**src/rtl/i2s_sample_streamer.sv**
```systemverilog
// i2s_sample_streamer: FIFO-buffered PCM samples serialized MSB-first onto the I2S DAC line, each sample played on both channels
module i2s_sample_streamer #(
  parameter int SAMPLE_WIDTH = 16,
  parameter int FIFO_DEPTH = 16,
  parameter int LEVEL_WIDTH = 5
) (
  input  logic                    clk,
  input  logic                    rst,
  input  logic [SAMPLE_WIDTH-1:0] s_data,
  input  logic                    s_valid,
  output logic                    s_ready,
  input  logic                    enable,
  input  logic                    flush,
  input  logic                    bclk,
  input  logic                    lrck,
  output logic                    aud_dacdat,
  output logic [LEVEL_WIDTH-1:0]  fifo_level,
  output logic                    underrun,
  output logic [15:0]             underrun_count
);
  localparam int AW = $clog2(FIFO_DEPTH);
  localparam int CW = $clog2(SAMPLE_WIDTH + 1);
  logic [SAMPLE_WIDTH-1:0] mem [FIFO_DEPTH];
  logic [LEVEL_WIDTH-1:0] wr_ptr, rd_ptr;
  logic [2:0] bclk_sync, lrck_sync;
  logic bclk_fall, lr_fall, lr_rise, empty, push, pop, shifting;
  logic [SAMPLE_WIDTH-1:0] hold, shreg, hold_nx, shreg_nx;
  logic [CW-1:0] cnt, cnt_nx;
  logic dac, dac_nx, underrun_nx;
  logic [15:0] underrun_count_nx;
  always_ff @(posedge clk) begin
    bclk_sync <= rst ? 3'b000 : {bclk_sync[1:0], bclk};
    lrck_sync <= rst ? 3'b000 : {lrck_sync[1:0], lrck};
  end
  // bit [1] is the synchronized level, bit [2] its previous value
  assign bclk_fall = bclk_sync[2] & ~bclk_sync[1];
  assign lr_fall = lrck_sync[2] & ~lrck_sync[1];
  assign lr_rise = ~lrck_sync[2] & lrck_sync[1];
  assign fifo_level = wr_ptr - rd_ptr;
  assign empty = fifo_level == '0;
  assign s_ready = fifo_level != LEVEL_WIDTH'(FIFO_DEPTH);
  assign push = s_valid && s_ready;
  assign pop = lr_fall && enable && !empty;
  assign shifting = cnt < CW'(SAMPLE_WIDTH);
  always_ff @(posedge clk)
    if (push) mem[wr_ptr[AW-1:0]] <= s_data;
  always_ff @(posedge clk) begin
    if (rst || flush) begin
      wr_ptr <= '0;
      rd_ptr <= '0;
    end else begin
      wr_ptr <= wr_ptr + LEVEL_WIDTH'(push);
      rd_ptr <= rd_ptr + LEVEL_WIDTH'(pop);
    end
  end
  always_comb begin
    hold_nx = hold;
    shreg_nx = shreg;
    cnt_nx = cnt;
    dac_nx = dac;
    underrun_nx = 1'b0;
    underrun_count_nx = underrun_count;
    if (lr_fall) begin
      hold_nx = pop ? mem[rd_ptr[AW-1:0]] : '0;
      shreg_nx = hold_nx;
      cnt_nx = '0;
      dac_nx = 1'b0;
      underrun_nx = enable && empty;
      underrun_count_nx = (underrun_nx && ~&underrun_count) ? underrun_count + 16'd1 : underrun_count;
    end else if (lr_rise) begin
      shreg_nx = hold;
      cnt_nx = '0;
      dac_nx = 1'b0;
    end else if (bclk_fall) begin
      dac_nx = shifting && shreg[SAMPLE_WIDTH-1];
      shreg_nx = shifting ? shreg << 1 : shreg;
      cnt_nx = shifting ? cnt + 1'b1 : cnt;
    end
  end
  always_ff @(posedge clk) begin
    if (rst) begin
      hold <= '0;
      shreg <= '0;
      cnt <= CW'(SAMPLE_WIDTH);
      dac <= 1'b0;
      underrun <= 1'b0;
      underrun_count <= '0;
    end else begin
      hold <= hold_nx;
      shreg <= shreg_nx;
      cnt <= cnt_nx;
      dac <= dac_nx;
      underrun <= underrun_nx;
      underrun_count <= underrun_count_nx;
    end
  end
  assign aud_dacdat = dac & enable;
endmodule

```
**config.mk**
```make
export PLATFORM = sky130hd
export DESIGN_NAME = i2s_sample_streamer
export DESIGN_NICKNAME = d
export VERILOG_FILES = /design/src/rtl/i2s_sample_streamer.sv
export SDC_FILE = /design/constraint.sdc
export NUM_CORES = 1
export LEC_CHECK = 0
export BUFFER_PORTS_ARGS = -buffer_cell sky130_fd_sc_hd__buf_2
export CAP_MARGIN = 20
export CORE_MARGIN = 5
export CORE_UTILIZATION = 45
export CTS_CLUSTER_SIZE = 28
export DETAILED_ROUTE_END_ITERATION = 8
export PLACE_DENSITY = 0.72
export SLEW_MARGIN = 20
export SYNTH_ARGS = -nofsm -noshare
export SYNTH_HDL_FRONTEND = slang
export SYNTH_SLANG_ARGS = --single-unit
```
**constraint.sdc**
```tcl
create_clock -name clk -period 7.99 [get_ports clk]
set_input_delay 1.598 -clock clk [delete_from_list [all_inputs] [get_ports clk]]
set_output_delay 1.598 -clock clk [all_outputs]
set_load 0.02 [all_outputs]
```
==> results.json <==
{
  "diodes": 0,
  "ant_nets": 0,
  "clock_latency_ns": 0.50,
  "drv_slew": 0,
  "rr_worst_depth": 9,
  "die-height_um": 180.6,
  "utilization_pct": 51.63,
  "htreeDepth": 2,
  "grt_remaining_overflow": 0,
  "yosys_warnings": 0,
  "finalSetupViolCount": 0,
  "synth_enable_flop_cells": 256,
  "antenna_found_initial": 0,
  "async_flop_share_pct": 0,
  "fillers": 2339,
  "instances_no_fill": 1296,
  "grt_setup_unrepaired": "no",
  "synth.net_count": 878,
  "port_buffers": 46,
  "seqCellArea_mm2": 0.009115,
  "gp_congestion": 0.8522,
  "clockRootBuffer": "clkbuf_16",
  "clock_skew_ns": 0.01839,
  "ff2ff_setup_slack_ns": 3.41,
  "hold_buffers": 0,
  "max_freq_ghz": 0.1966,
  "timing.hold.ws_ns": 0.4464,
  "grt_usage_pct": 16.74,
  "crit_type": "register to output port",
  "synth.area.top_cells": "edfxtp_1 59%, mux4_2 11%, dfxtp_1 11%, nand3_1 2.4%, nand2_1 2.2%",
  "fp.dieW_um": 180.6,
  "area_delta_synth_final_pct": 13.08,
  "cts.repair.resized": 0,
  "hold_violations": 0,
  "fin_nets": 924,
  "cp_max_fo": 18,
  "core_area_mm2": 0.02870,
  "tightest_slew_ns": 1.073,
  "start_kind": "register",
  "clock_path_buffers": 3,
  "yosys-top-cells-count": "256 x edfxtp_1, 76 x nand2_1, 71 x dfxtp_1",
  "numCtsBuffers": 34,
  "reg2reg_from": "rd_ptr[3]",
  "io_pins": 47,
  "via_per_inst": 5.637,
  "drt_iter0_markers": 609,
  "start_util_pct": 45.65,
  "max_cap_viol_count": 0,
  "worstHoldEndpoint": "bclk_sync[1]",
  "p_per_area_mw_per_mm2": 230.8,
  "vias": 7305,
  "leakagePower_nw": 4.712,
  "dieArea_mm2": 0.03263,
  "rows": 62,
  "ys.flop_type": "edfxtp_1",
  "period_minus_slack_ns": 5.087,
  "routedWlPerCell_um": 21.20,
  "multi_input_area_mm2": 0.003804,
  "grt_pass1_wl_mm": 42.59,
  "placedCellCount": 1236,
  "synth_seq_area_share_pct": 69.51,
  "syn_inst": 842,
  "post-route-drc-count": 0,
  "status": "finished, final reports clean",
  "worstReg2RegEnd": "mem[9][7]",
  "synth-seq-cells": 327,
  "final.setup.tns_ns": 0,
  "first_global_vias": 7179,
  "ir_worst_vdd_mv": 0.1802,
  "end_kind": "output port",
  "relSlewSlack_pct": 27.85,
  "synth_cell_types": 48,
  "post-dp-hpwl_mm": 17.61,
  "postCtsSetupRepairBufs": 0,
  "clk_pin_slew_ns": 0.06,
  "yosysMostFrequentCell": "edfxtp_1",
  "post-synth-top-area-cell": "edfxtp_1",
  "syn_area_per_cell_um2": 15.56,
  "grt_max_degree": 69,
  "crit_arrival_ns": 3.49,
  "min_from": "bclk_sync[0]",
  "post-route-period-util_pct": 63.67,
  "clock-sinks": 327,
  "hold_depth": 1,
  "cp.required_ns": 6.39,
  "syn_area_mm2": 0.01310,
  "drive_gt1_share_pct": 23.14,
  "hp-class": "register to register",
  "firstDrtPassIters": 5,
  "netlist.area_leader.share_pct": 58.67,
  "cts_tree": "yes",
  "routed_wl_mm": 27.48
}
-- worst max-delay path: stages, from the launching register on --
cell,delay (ns)
dfxtp_1,0.72
clkinv_1,0.65
ha_1,0.56
or3_4,0.42
o31ai_4,0.29
nand2_1,0.15
buf_2,0.19
-- flip-flops by register name, indices dropped and copies added, names as in the netlist --
name and flops:
shreg 16, underrun 1, rd_ptr 5, hold 16
cnt 5, bclk_sync 3, mem 256, lrck_sync 3
wr_ptr 5, underrun_count 16, dac 1
-- routing by layer --
layer  share of wire, %  up-vias  global-route usage [%]
met4                2.2        0                   4.628
met3                9.3       44                   4.845
met1                 42     3634                   23.60
met2                 47      296                   25.71
li1                   -     3331                       -
met5                  0        -                       0
-- cells by family after synthesis --
family | count (synthesis) | share of synthesized area, %
flip-flops | 327 | 69.51
AND/OR/NAND/NOR | 273 | 10.24
buffers and inverters | 63 | 1.948
multiplexers | 81 | 12.32
XOR/XNOR | 13 | 0.8689
adder cells (fa/ha/maj) | 13 | 1.299
AO/OA/AOI/OAI | 72 | 3.819
-- power breakdown --
part | total [mW] | switching (mW) | internal (mW) | leakage (nW)
clock network | 1.48 | 0.613 | 0.868 | 0.509
registers | 1.85 | 0.00676 | 1.85 | 2.89
logic | 0.0862 | 0.0595 | 0.0267 | 1.31
total | 3.42 | 0.679 | 2.74 | 4.71
-- worst max-delay path by stage --
| stage | startpoint | endpoint | slack, ns |
|---|---|---|---|
| detailed placement | rd_ptr[2] | s_ready | 2.95 |
| global route | rd_ptr[3] | s_ready | 2.63 |
| finish | rd_ptr[3] | s_ready | 2.90 |
| CTS | rd_ptr[2] | s_ready | 2.45 |
| global placement | rd_ptr[2] | s_ready | 3.09 |
| floorplan | rd_ptr[2] | mem[6][0] | 3.55 |
-- stage by stage --
stage	power, mW	cell area [um2]	setup WS (ns)
final	3.420	14820	2.903
after global placement	1.971	13770	3.088
after global routing	3.535	14820	2.632
after CTS	3.451	14820	2.447
after floorplan	1.929	13100	3.554
after detailed placement	1.974	13770	2.946
-- cells in the final DEF, fill, tap and decap left out, drive strengths merged, types with 2 or more instances in the layout --
cell / instances
or3: 6
nor2b: 7
a311oi: 16
ha: 12
o31ai: 11
mux4: 64
or4: 9
clkbuf: 47
and2: 5
nor3b: 2
nor3: 8
and3: 2
o21ai: 3
a21oi: 31
mux2i: 15
clkinv: 10
mux2: 2
nand2: 76
or2: 17
buf: 57
edfxtp: 256
inv: 17
xnor2: 5
nand2b: 20
nor2: 47
nand3: 62
nor4: 3
a22oi: 2
xor2: 8
nand3b: 3
dfxtp: 71
nand4: 6
-- cell type report --
| cell class | count | share of cell area (%) |
|---|---|---|
| Sequential cell | 327 | 61.51 |
| Multi-Input combinational cell | 452 | 25.67 |
| Clock buffer | 47 | 6.443 |
| Tap cell | 384 | 3.242 |
| Timing Repair Buffer | 57 | 2.111 |
| Clock inverter | 13 | 0.6164 |
| Inverter | 16 | 0.4053 |
Note: power is estimated with default switching activity, not from simulation.
